==> src/rtl/sevenseg_pkg.sv <==
// Shared types and helpers for the seven-segment scan controller.
package sevenseg_pkg;

  localparam int unsigned NIB_W     = 4;
  localparam int unsigned MAX_DIGITS = 8;

  typedef enum logic {
    BLANK = 1'b0,
    SHOW  = 1'b1
  } state_t;

  // All digit lines inactive for the given polarity.
  function automatic logic [MAX_DIGITS-1:0] digit_off(input logic active_low);
    return active_low ? {MAX_DIGITS{1'b1}} : {MAX_DIGITS{1'b0}};
  endfunction

  // Only line idx active for the given polarity.
  function automatic logic [MAX_DIGITS-1:0] digit_on(input logic active_low,
                                                     input logic [2:0] idx);
    logic [MAX_DIGITS-1:0] one_hot;
    one_hot = MAX_DIGITS'(1) << idx;
    return active_low ? ~one_hot : one_hot;
  endfunction

endpackage

==> src/rtl/scan_timer.sv <==
// Slot counter and digit index for the display scan.
module scan_timer #(
  parameter int unsigned NUM_DIGITS   = 4,
  parameter int unsigned SLOT_CYCLES  = 12000,
  parameter int unsigned BLANK_CYCLES = 600,
  localparam int unsigned IDX_W = $clog2(NUM_DIGITS)
) (
  input  logic             clk,
  input  logic             rst,
  output logic [IDX_W-1:0] idx,
  output logic             blank_end,
  output logic             slot_end,
  output logic             frame_end
);

  localparam int unsigned CNT_W = (SLOT_CYCLES > 1) ? $clog2(SLOT_CYCLES) : 1;

  logic [CNT_W-1:0] cnt;

  // Terminal-count decodes; blank_end never fires when there is no blank phase.
  assign slot_end  = (cnt == CNT_W'(SLOT_CYCLES - 1));
  assign blank_end = (BLANK_CYCLES != 0) && (cnt == CNT_W'(BLANK_CYCLES - 1));
  assign frame_end = slot_end && (idx == IDX_W'(NUM_DIGITS - 1));

  // Count cycles within a slot and step the digit index at each slot end.
  always_ff @(posedge clk) begin
    if (rst) begin
      cnt <= '0;
      idx <= '0;
    end else if (slot_end) begin
      cnt <= '0;
      idx <= (idx == IDX_W'(NUM_DIGITS - 1)) ? '0 : idx + IDX_W'(1);
    end else begin
      cnt <= cnt + CNT_W'(1);
    end
  end

endmodule

==> src/rtl/sevenseg_scanner.sv <==
// Time-multiplexed scan controller for an N-digit seven-segment display.
// Host values land in a pending register and are committed to the display
// shadow only at frame boundaries, so a frame never mixes two values.
module sevenseg_scanner
  import sevenseg_pkg::*;
#(
  parameter int unsigned NUM_DIGITS       = 4,
  parameter int unsigned SLOT_CYCLES      = 12000,
  parameter int unsigned BLANK_CYCLES     = 600,
  parameter int unsigned DIGIT_ACTIVE_LOW = 1,
  parameter int unsigned LZ_BLANK         = 0
) (
  input  logic                        clk,
  input  logic                        rst,
  input  logic [NIB_W*NUM_DIGITS-1:0] value,
  input  logic                        load,
  input  logic [NUM_DIGITS-1:0]       dp_in,
  output logic [NIB_W-1:0]            nibble_out,
  output logic [NUM_DIGITS-1:0]       digit_en,
  output logic                        dp_out,
  output logic                        frame_done
);

  localparam int unsigned IDX_W = $clog2(NUM_DIGITS);
  localparam int unsigned VAL_W = NIB_W * NUM_DIGITS;
  localparam logic        ACT_LOW = (DIGIT_ACTIVE_LOW != 0);

  logic [IDX_W-1:0]      idx;
  logic                  blank_end;
  logic                  slot_end;
  logic                  frame_end;

  logic [VAL_W-1:0]      pend_val;
  logic [NUM_DIGITS-1:0] pend_dp;
  logic                  pend_valid;
  logic [VAL_W-1:0]      shadow_val;
  logic [NUM_DIGITS-1:0] shadow_dp;
  logic                  shadow_valid;

  logic [NIB_W-1:0]      nib_arr [NUM_DIGITS];
  logic [NUM_DIGITS-1:0] suppress;
  logic                  zero_above;

  state_t                state;
  state_t                state_nxt;
  logic [NUM_DIGITS-1:0] digit_en_d;
  logic [NIB_W-1:0]      nibble_d;
  logic                  dp_d;
  logic                  frame_done_d;

  scan_timer #(
    .NUM_DIGITS  (NUM_DIGITS),
    .SLOT_CYCLES (SLOT_CYCLES),
    .BLANK_CYCLES(BLANK_CYCLES)
  ) u_timer (
    .clk      (clk),
    .rst      (rst),
    .idx      (idx),
    .blank_end(blank_end),
    .slot_end (slot_end),
    .frame_end(frame_end)
  );

  // Capture host writes into pending; commit to shadow at the frame boundary.
  // shadow_valid keeps the display dark until the first value is committed.
  always_ff @(posedge clk) begin
    if (rst) begin
      pend_val     <= '0;
      pend_dp      <= '0;
      pend_valid   <= 1'b0;
      shadow_val   <= '0;
      shadow_dp    <= '0;
      shadow_valid <= 1'b0;
    end else begin
      if (frame_end && pend_valid) begin
        shadow_val   <= pend_val;
        shadow_dp    <= pend_dp;
        shadow_valid <= 1'b1;
        pend_valid   <= 1'b0;
      end
      if (load) begin
        pend_val   <= value;
        pend_dp    <= dp_in;
        pend_valid <= 1'b1;
      end
    end
  end

  // Split the shadow into nibbles and flag leading zeros above digit 0.
  always_comb begin
    suppress   = '0;
    zero_above = 1'b1;
    for (int k = 0; k < int'(NUM_DIGITS); k++) begin
      nib_arr[k] = shadow_val[k*NIB_W +: NIB_W];
    end
    for (int k = int'(NUM_DIGITS) - 1; k > 0; k--) begin
      zero_above  = zero_above && (nib_arr[k] == '0);
      suppress[k] = (LZ_BLANK != 0) && zero_above;
    end
  end

  // State register.
  always_ff @(posedge clk) begin
    if (rst) state <= BLANK;
    else     state <= state_nxt;
  end

  // Next state and next output values for the current slot.
  always_comb begin
    state_nxt    = state;
    digit_en_d   = NUM_DIGITS'(digit_off(ACT_LOW));
    nibble_d     = nib_arr[idx];
    dp_d         = 1'b0;
    frame_done_d = frame_end;
    case (state)
      BLANK: begin
        if ((BLANK_CYCLES == 0) || blank_end) state_nxt = SHOW;
      end
      SHOW: begin
        if (shadow_valid && !suppress[idx]) begin
          digit_en_d = NUM_DIGITS'(digit_on(ACT_LOW, 3'(idx)));
          dp_d       = shadow_dp[idx];
        end
        if (slot_end && (BLANK_CYCLES != 0)) state_nxt = BLANK;
      end
      default: state_nxt = BLANK;
    endcase
  end

  // Output registers.
  always_ff @(posedge clk) begin
    if (rst) begin
      digit_en   <= NUM_DIGITS'(digit_off(ACT_LOW));
      nibble_out <= '0;
      dp_out     <= 1'b0;
      frame_done <= 1'b0;
    end else begin
      digit_en   <= digit_en_d;
      nibble_out <= nibble_d;
      dp_out     <= dp_d;
      frame_done <= frame_done_d;
    end
  end

endmodule
==> config.mk <==
export PLATFORM = sky130hd
export DESIGN_NAME = sevenseg_scanner
export DESIGN_NICKNAME = d
export VERILOG_FILES = /design/src/rtl/sevenseg_pkg.sv /design/src/rtl/scan_timer.sv /design/src/rtl/sevenseg_scanner.sv
export SDC_FILE = /design/constraint.sdc
export NUM_CORES = 1
export LEC_CHECK = 0
export ABC_AREA = 0
export CORE_AREA = 4 4 81 83
export DETAILED_ROUTE_END_ITERATION = 8
export DIE_AREA = 0 0 85 87
export MAX_ROUTING_LAYER = met4
export PLACE_DENSITY = 0.83
export SLEW_MARGIN = 0
export SYNTH_ARGS = -nofsm -noshare
export SYNTH_HDL_FRONTEND = slang
export SYNTH_HIERARCHICAL = 1
export SYNTH_SLANG_ARGS = --single-unit
==> constraint.sdc <==
create_clock -name clk -period 4.3 [get_ports clk]
set_input_delay 0.86 -clock clk [delete_from_list [all_inputs] [get_ports clk]]
set_output_delay 0.86 -clock clk [all_outputs]
set_load 0.03 [all_outputs]
* Word level (Yosys, flattened, before mapping) *
Index checks and enable logic that the tools add are counted.
W data, S select, Z words.

word-level totals
  word-level logic and storage cells = 45
  register bits after elaboration = 69
  input bits = 23
  output and inout port bits = 10

cells by class
  add/subtract/negate cells = 2
  bitwise logic cells = 4
  shift operators = 1
  equality and inequality tests = 3
  reductions and logical operators = 7
  $lt $le $gt $ge = 2
  multiplexer cells = 13

operators by type and width
  cell                     number
  $add A14 B1 Y14 const B  1
  $eq A14 B10 Y1 const B   1
  $eq A14 B14 Y1 const B   1
  $bmux W4 S2              1
  $mux W4                  2
  $mux W1                  6
  $bmux W1 S2              2
  $not A4 Y4               1
  $shl A1 B2 Y4 const A    1
  $ge A3 B3 Y1 const B     1
  $logic_and A1 B1 Y1      3
  $lt A2 B3 Y1 const B     1
  $not A2 Y3               1
  $reduce_or A3 Y1         1
  $add A2 B1 Y2 const B    1
  $eq A2 B2 Y1 const B     1
  $mux W2                  1
  $not A1 Y1               2
  $pmux W1 S2              1
  $reduce_bool A2 Y1       1
  $reduce_or A2 Y1         1
  $logic_not A1 Y1         1

* Depth between registers and ports, before layout *
Gate-level depths: netlist of the first run.

  depth after elaboration = 6
  depth in mapped cells = 8
  depth with buffers taken out = 6

* By module *
Netlist of the first run, hierarchy kept.

by module, submodules not included
  module            cells each  area each (sq um)  times used  seq. area each (sq um)
  sevenseg_scanner  199         2,133.3            1           1,061.0
  scan_timer        83          749.5              1           320.3

* Worst setup path before layout of the first run *
No wires, ideal clock.

  kind = register to register
  from = register u_timer.cnt[5]
  to = register shadow_dp[0]
  arrival time = 2.041 ns
  clock period less this slack = 2.112 ns
  setup slack = 2.188 ns
  stages on the path, launching flop included = 8
  data required time = 4.230 ns
  library setup time = 0.070 ns
  buffers on the path = 2
  path through = dfxtp_1 or4b_4 nor4_4 and2_2 buf_2 clkbuf_1 nand3_1 a21oi_1

on the way
  word-level cells in the longest chain between the ends = 3

RTL lines
  element                 line                    source
  start, declared         scan_timer.sv:18        logic [CNT_W-1:0] cnt;
  start signal, assigned  scan_timer.sv:34        cnt <= cnt + CNT_W'(1);
  $eq A14 B14 Y1          scan_timer.sv:21        assign slot_end = (cnt == CNT_W'(SLOT_CYCLES - 1));
  named net slot_end      sevenseg_scanner.sv:30  logic slot_end;
  $logic_and A1 B1 Y1     scan_timer.sv:23        assign frame_end = slot_end && (idx == IDX_W'(NUM_DIGITS - 1));
  named net frame_done_d  sevenseg_scanner.sv:49  logic frame_done_d;
  $logic_and A1 B1 Y1     sevenseg_scanner.sv:75  if (frame_end && pend_valid) begin
  end signal, assigned    sevenseg_scanner.sv:77  shadow_dp <= pend_dp;
  end, declared           sevenseg_scanner.sv:37  logic [NUM_DIGITS-1:0] shadow_dp;

The timed path passes the listed nets, and every way through them passes these cells.
A chain may end at the register's enable or synchronous reset.

* Worst setup path in the final report of the first run *
  from = register u_timer.cnt[5]
  to = register shadow_val[6]

on the way
  word-level cells in the longest chain between the ends = 3

RTL lines
  element                 line                    source
  $eq A14 B14 Y1          scan_timer.sv:21
  named net slot_end      sevenseg_scanner.sv:30
  $logic_and A1 B1 Y1     scan_timer.sv:23
  named net frame_done_d  sevenseg_scanner.sv:49
  $logic_and A1 B1 Y1     sevenseg_scanner.sv:75
  end signal, assigned    sevenseg_scanner.sv:76  shadow_val <= pend_val;
  end, declared           sevenseg_scanner.sv:36  logic [VAL_W-1:0] shadow_val;

The timed path passes the listed nets, and every way through them passes these cells.

==> results.md, run 1 <==
* Status: complete, no violations
* Post-synthesis register bit count at just under 70
* Io pins at 33
* FFs w/ async S/R, synth at 0%
* Most common cell after layout, fill and taps aside: dfxtp_1
* Drt pass-1 iters at 4
* Final min period at roughly 2.5 ns
* Final-report hold violation count at 0
* Crit-path max FO at 43
* Worst skew pair latency at approximately 0.34 ns
* Cts bufs inserted at 9
* Compound-gate portion of the synthesized area at between 10 and 15%
* Pin count of the biggest net entering global routing at 56
* Register area share after synthesis at 47.92%
* Drt drc at 0
* Vias/cell at ~5.2
* Number of placed cells counting well taps at 368
* Initial antenna violation count at 0
* Buffers & Inverters on Critical Path at 0
* Final critical-path share of the clock period at about three fifths
* Nets at between 300 and 400
* DPL Wire Length at approximately 3400 um
* Worst Setup End Kind: register
* Setup TNS Final at 0 ns
* Clock sink total at 69
* Clock Skews at 0.006516 ns
* Worst vdd ir at just over 0.2 mV
* Final setup fails at 0
* CTS resizes at 0
* Number of synthesized flops with an enable pin at 0
* Syn Std Cell Area at roughly 2900 um2
* Arr. time, crit path at approximately 2.7 ns
* Non-filler cells, final at between 300 and 400
* Vias at ~2000
* Multiplexer share of the synthesized area at a little under an eighth
* Fmax at a little under 0.4 GHz
* Site row count at 28
* Starting Density at approximately half
* Count of cell types in the netlist at 34
* Critical path's top delay family: simple AND/OR/NAND/NOR gates
* Core box area at roughly 5900 um2
* Cell chain of the critical path: or4b_4 > nor4_4 > and2_2 > a21bo_2 > a21oi_1
* CTS clk-pin slew, worst paths at roughly 0.070 ns
* Layout cells sized above 1 at between 10% and 20%
* Final ANT Viol Nets at 0
* Delay of the slowest critical-path stage at 0.71 ns
* Max Cap Viol at 0
* Most common flop cell mapped by yosys: dfxtp_1
* Yosys Warn Count at 6
* Hold WC Path Type: register to register
* DRT iter0 DRCs at ~120
* Mean Syn Cell Area at 10.22 um2
* Total grt overflow at 0
* Die width at between 80 and 90 um
* Synth-to-Final Area Change at 16.19%
* Synth Instances at ~280
* Commonest non-fill, non-tap cells in the layout: 69 x dfxtp_1, 40 x nor2_1, 31 x clkdlybuf4s50_1
* Die Area at between 7000 and 8000 um2
* DR WL/cell at approximately 13 um
* Worst path required time at 4.47 ns
* Routed wire length at between 5000 and 6000 um
* Setup bufs post-CTS at 0
* Critical Path Start Type: register
* Vias in the first global route at between 2000 and 2500
* Count of input and output buffers at 32
* Leak pwr at between 1 and 1.5 nW
* Bufs on Longest Clock Path at 2
* Syn_nets at between 300 and 400
* Slew margin rel. at a little under a fifth
* Total GRT Usage at 16.29%
* H-Tree Depth at 3
* Post-Synth XOR/XNOR Area at under 10%
* CTS tree: done
* Critical path's slowest cell: and2_2
* Combinational family with the most area after synthesis: simple AND/OR/NAND/NOR gates
* Clk root buf: clkbuf_8
* Post-CTS Hold Fix Bufs at 0
* Gp weighted congestion at around 0.85
* RSZ-0062 raised after global routing: no
* Pwr per Cell Area at between 300 and 400 nW/um2
* Max-slew violation count at 0
* Die Y at a little under 90 um
* Adder-cell share of the synthesized area at less than 1%
* Slew @ Worst Pin at 1.216 ns
* Setup CP Type: register to register
* First-pass GRT wire length at between 9000 and 10000 um
* N_diodes at 0
* Synth Area in Simple Gates at about a fifth
-- per-stage QoR --
stage | power, mW | setup WS (ns) | area (um2) | hold slack [ns] | utilization (%)
floorplan | 0.7173 | 2.188 | 2883 | 0.4247 | -
CTS | 1.200 | 1.760 | 3349 | 0.4588 | 57.25
global placement | 0.7421 | 1.659 | 3178 | 0.4379 | 54.32
detailed placement | 0.7440 | 1.601 | 3178 | 0.4504 | 54.32
finish | 1.187 | 1.766 | 3349 | 0.4579 | 57.25
global route | 1.238 | 1.542 | 3349 | 0.4886 | 57.25
-- sequential cells by signal, summed over array words and instances (netlist names) --
register / cells
dp_out: 1
shadow_dp: 4
pend_valid: 1
shadow_valid: 1
pend_val: 16
u_timer/idx: 2
u_timer/cnt: 14
nibble_out: 4
frame_done: 1
state: 1
digit_en: 4
shadow_val: 16
pend_dp: 4
-- cells in the mapped netlist (2+ instances only) --
cell type / instances / area, um2
a21bo_1: 3 / 30.03
a21bo_2: 17 / 170.2
a21oi_1: 23 / 115.1
buf_2: 10 / 50.05
buf_4: 3 / 22.52
buf_6: 2 / 22.52
clkbuf_1: 7 / 26.28
dfxtp_1: 69 / 1381
ha_1: 2 / 25.02
inv_1: 5 / 18.77
mux2i_1: 22 / 220.2
mux4_2: 5 / 112.6
nand2_1: 3 / 11.26
nand2b_1: 4 / 25.02
nand3_1: 25 / 125.1
nand4_1: 6 / 37.54
nor2_1: 40 / 150.1
nor2b_1: 2 / 12.51
nor2b_4: 5 / 68.82
nor3_1: 5 / 25.02
xnor2_1: 10 / 87.58
xor2_1: 2 / 17.52
-- cell families after synthesis --
family                   count (synthesis)
flip-flops                              69
AND/OR/NAND/NOR                        102
AO/OA/AOI/OAI                           43
buffers and inverters                   27
multiplexers                            27
adder cells (fa/ha/maj)                  2
XOR/XNOR                                12
-- power by group --
part	switching [mW]	internal, mW	total (mW)
Clock	0.217	0.241	0.458
Sequential	0.0123	0.653	0.666
Combinational	0.0301	0.0337	0.0638
Total	0.259	0.928	1.19
-- layer usage --
metal	track usage, %	routed length [um]
met1	19.02	2337
met2	26.27	2618
met3	5.014	151
met4	6.475	76
met5	-	0
-- final cells by class --
type                    count  area [um2]
inverters                   5       18.77
repair buffers             33       322.8
flip-flops and latches     69        1381
fillers                   471        2501
clock inverters             1       5.005
multi-input cells         186        1361
well taps                  75       93.84
clock buffers              15       166.4
-- path summary, 6_finish.rpt --
check                               startpoint             to  slack, ns  depth (start not counted)
worst max register to register  u_timer/cnt[5]  shadow_val[6]       1.77                          5
worst min-delay path              shadow_valid    digit_en[3]       0.46                          1
worst max-delay path            u_timer/cnt[5]  shadow_val[6]       1.77                          5
worst min register to register    shadow_valid    digit_en[3]       0.46                          1
No activity file was read; power rests on OpenSTA's default activity.
==> inputs of run 2 (changes only) <==
--- a/config.mk
+++ b/config.mk
@@ -10,7 +10,7 @@
 export DETAILED_ROUTE_END_ITERATION = 8
 export DIE_AREA = 0 0 85 87
 export MAX_ROUTING_LAYER = met4
-export PLACE_DENSITY = 0.83
+export PLACE_DENSITY = 0.86
 export SLEW_MARGIN = 0
 export SYNTH_ARGS = -nofsm -noshare
 export SYNTH_HDL_FRONTEND = slang
==> constraint.sdc (replaced) <==
create_clock -name clk -period 2.1 [get_ports clk]
set_input_delay 0.42 -clock clk [delete_from_list [all_inputs] [get_ports clk]]
set_output_delay 0.42 -clock clk [all_outputs]
set_load 0.03 [all_outputs]
==> run 2 against run 1 <==
  * Core utilization grew 1.0 points
  * Sequential cell count is the same
  * Clock power grew 94%
  * Sequential power rose by 100%
  * Setup slack lost 1.6 ns
  * Global-route usage fell by 0.55 points
  * Total power up 100%
  * Cell count grew 1.8%
  * Combinational power rose by 120%
  * Critical endpoint is now shadow_dp[2]
  * Largest cell class unchanged
==> results.md, run 2 (synthesis results as in run 1) <==
* Initial antenna violation count at 0 (unchanged)
* Clock Skews at 0.005885 ns (was 0.006516 ns)
* Hold-critical path depth at 2 (was 1)
* Die Y at 87 um (unchanged)
* Final ANT Viol Nets at 0 (unchanged)
* Cts bufs inserted at 9 (unchanged)
* R2R cell count at 6 (was 5)
* Clock sink total at 69 (unchanged)
* Drt pass-1 iters at 4 (unchanged)
* Slew @ Worst Pin at 0.5421 ns (was 1.216 ns)
* Total grt overflow at 0 (unchanged)
* Largest regs: pend_val (16), shadow_val (16), u_timer/cnt (14) (unchanged)
* Commonest non-fill, non-tap cells in the layout: 68 x dfxtp_1, 40 x nor2_1, 31 x clkdlybuf4s50_1 (was 69 x dfxtp_1, 40 x nor2_1, 31 x clkdlybuf4s50_1)
* Final hold slack at 0.3049 ns (was 0.4579 ns)
* Slew margin rel. at 63.81% (was 18.69%)
* Pwr per Cell Area at 699.2 nW/um2 (was 354.5 nW/um2)
* First-pass GRT wire length at 9004 um (was 9321 um)
* Io pins at 33 (unchanged)
* Leak pwr at 1.295 nW (was 1.256 nW)
* Buffers & Inverters on Critical Path at 1 (was 0)
* Drt drc at 0 (unchanged)
* Critical path's slowest cell: or4b_4 (was and2_2)
* Final-report hold violation count at 0 (unchanged)
* Die width at 85 um (unchanged)
* Setup CP Type: register to register (unchanged)
* Clk root buf: clkbuf_8 (unchanged)
* R2R Setup Slk at 0.13 ns (was 1.77 ns)
* Worst vdd ir at 0.3794 mV (was 0.2045 mV)
* Core box area at 5851 um2 (unchanged)
* Setup TNS Final at 0 ns (unchanged)
* Min-delay src: rst (was shadow_valid)
* Starting Density at 49.27% (unchanged)
* DPL Wire Length at 3666 um (was 3434 um)
* Bufs on Longest Clock Path at 2 (unchanged)
* Cell chain of the critical path: or4b_4 > nor4_4 > and2_2 > buf_12 > nand3_1 > a21oi_1 (was or4b_4 > nor4_4 > and2_2 > a21bo_2 > a21oi_1)
* Crit path from: u_timer/cnt[5] (unchanged)
* H-Tree Depth at 3 (unchanged)
* Pin count of the biggest net entering global routing at 44 (was 56)
* DR WL/cell at 13.46 um (was 13.50 um)
* Worst Setup End Kind: register (unchanged)
* Delay of the slowest critical-path stage at 0.56 ns (was 0.71 ns)
* Synth-to-Final Area Change at 18.32% (was 16.19%)
* N_diodes at 0 (unchanged)
* Total GRT Usage at 15.74% (was 16.29%)
* Layout cells sized above 1 at 18.04% (was 15.53%)
* Filler cells at 458 (was 471)
* Critical path's top delay family: simple AND/OR/NAND/NOR gates (unchanged)
* Arr. time, crit path at 2.22 ns (was 2.70 ns)
* RSZ-0062 raised after global routing: no (unchanged)
* Final critical-path share of the clock period at 93.70% (was 58.92%)
* DRT iter0 DRCs at 80 (was 123)
* Max Cap Viol at 0 (unchanged)
* Worst R2R End: shadow_dp[2] (was shadow_val[6])
* Hold WC Path Type: input pin to register (was register to register)
* Nets at 337 (was 329)
* Vias in the first global route at 1964 (was 2032)
* Most common cell after layout, fill and taps aside: dfxtp_1 (unchanged)
* Routed wire length at 5261 um (was 5183 um)
* Final min period at 1.968 ns (was 2.534 ns)
* Worst skew pair latency at 0.34 ns (about the same)
* Crit Reg-Reg Startpoint: u_timer/cnt[5] (unchanged)
* Count of input and output buffers at 32 (unchanged)
* Die Area at 7395 um2 (unchanged)
* Vias at 2028 (was 1989)
* Status: complete, no violations (unchanged)
* CTS clk-pin slew, worst paths at 0.07 ns (about the same)
* Final setup fails at 0 (unchanged)
* Gp weighted congestion at 0.8409 (was 0.8462)
* WHS Endpoint: shadow_valid (was digit_en[3])
* Worst path required time at 2.36 ns (was 4.47 ns)
* CTS tree: done (unchanged)
* Max-slew violation count at 0 (unchanged)
* Vias/cell at 5.187 (was 5.180)
* Critical Path Start Type: register (unchanged)
* Crit-path max FO at 43 (unchanged)
* Site row count at 28 (unchanged)
* Fmax at 0.5082 GHz (was 0.3947 GHz)
-- run 2: layer usage --
layer	GRT usage [%]	vias to the layer above	wire length (um)
li1	-	1032	-
met1	18.75	940	2427
met2	25.00	47	2548
met3	4.636	9	188
met4	6.475	0	96
met5	-	-	0
-- run 2: where the power goes --
part | switching (mW) | internal, mW | total, mW
logic | 0.0696 | 0.0708 | 0.140
clock network | 0.436 | 0.451 | 0.888
registers | 0.0186 | 1.34 | 1.36
total | 0.525 | 1.86 | 2.38
-- run 2: what timing repair did --
item                                   in CTS  in global routing
setup endpoints to repair                   0                  2
buffers inserted                            0                  1
hold buffers                                0                  0
endpoints found under the hold margin       0                  0
gates resized for setup                     0                  1
-- run 2: cell type report --
class,instances,area [um2],share of cell area [%]
Clock inverter,2,10.01,0.2935
Tap cell,75,93.84,2.751
Sequential cell,69,1383,40.54
Multi-Input combinational cell,186,1361,39.91
Clock buffer,13,148.9,4.365
Timing Repair Buffer,41,395.4,11.59
Inverter,5,18.77,0.5503
-- run 2: how the worst max path moves through the flow --
stage                           to  slack, ns  depth (start not counted)
CTS                   shadow_dp[2]       0.10                          6
global placement    shadow_val[10]       0.24                          6
finish                shadow_dp[2]       0.13                          6
floorplan             shadow_dp[1]       0.05                          7
global route          shadow_dp[2]       0.01                          6
detailed placement  shadow_val[12]       0.16                          6
-- run 2: through the flow --
stage	total power [mW]	worst slack (ns)	util [%]	area, um2	std cells
2_1_floorplan	1.469	0.05118	-	2885	282
3_3_place_gp	1.521	0.2394	55.43	3243	375
3_5_place_dp	1.528	0.1575	55.43	3243	375
4_1_cts	2.418	0.1010	58.15	3402	390
5_1_grt	2.480	0.009632	58.30	3411	391
6_report	2.385	0.1323	58.30	3411	391
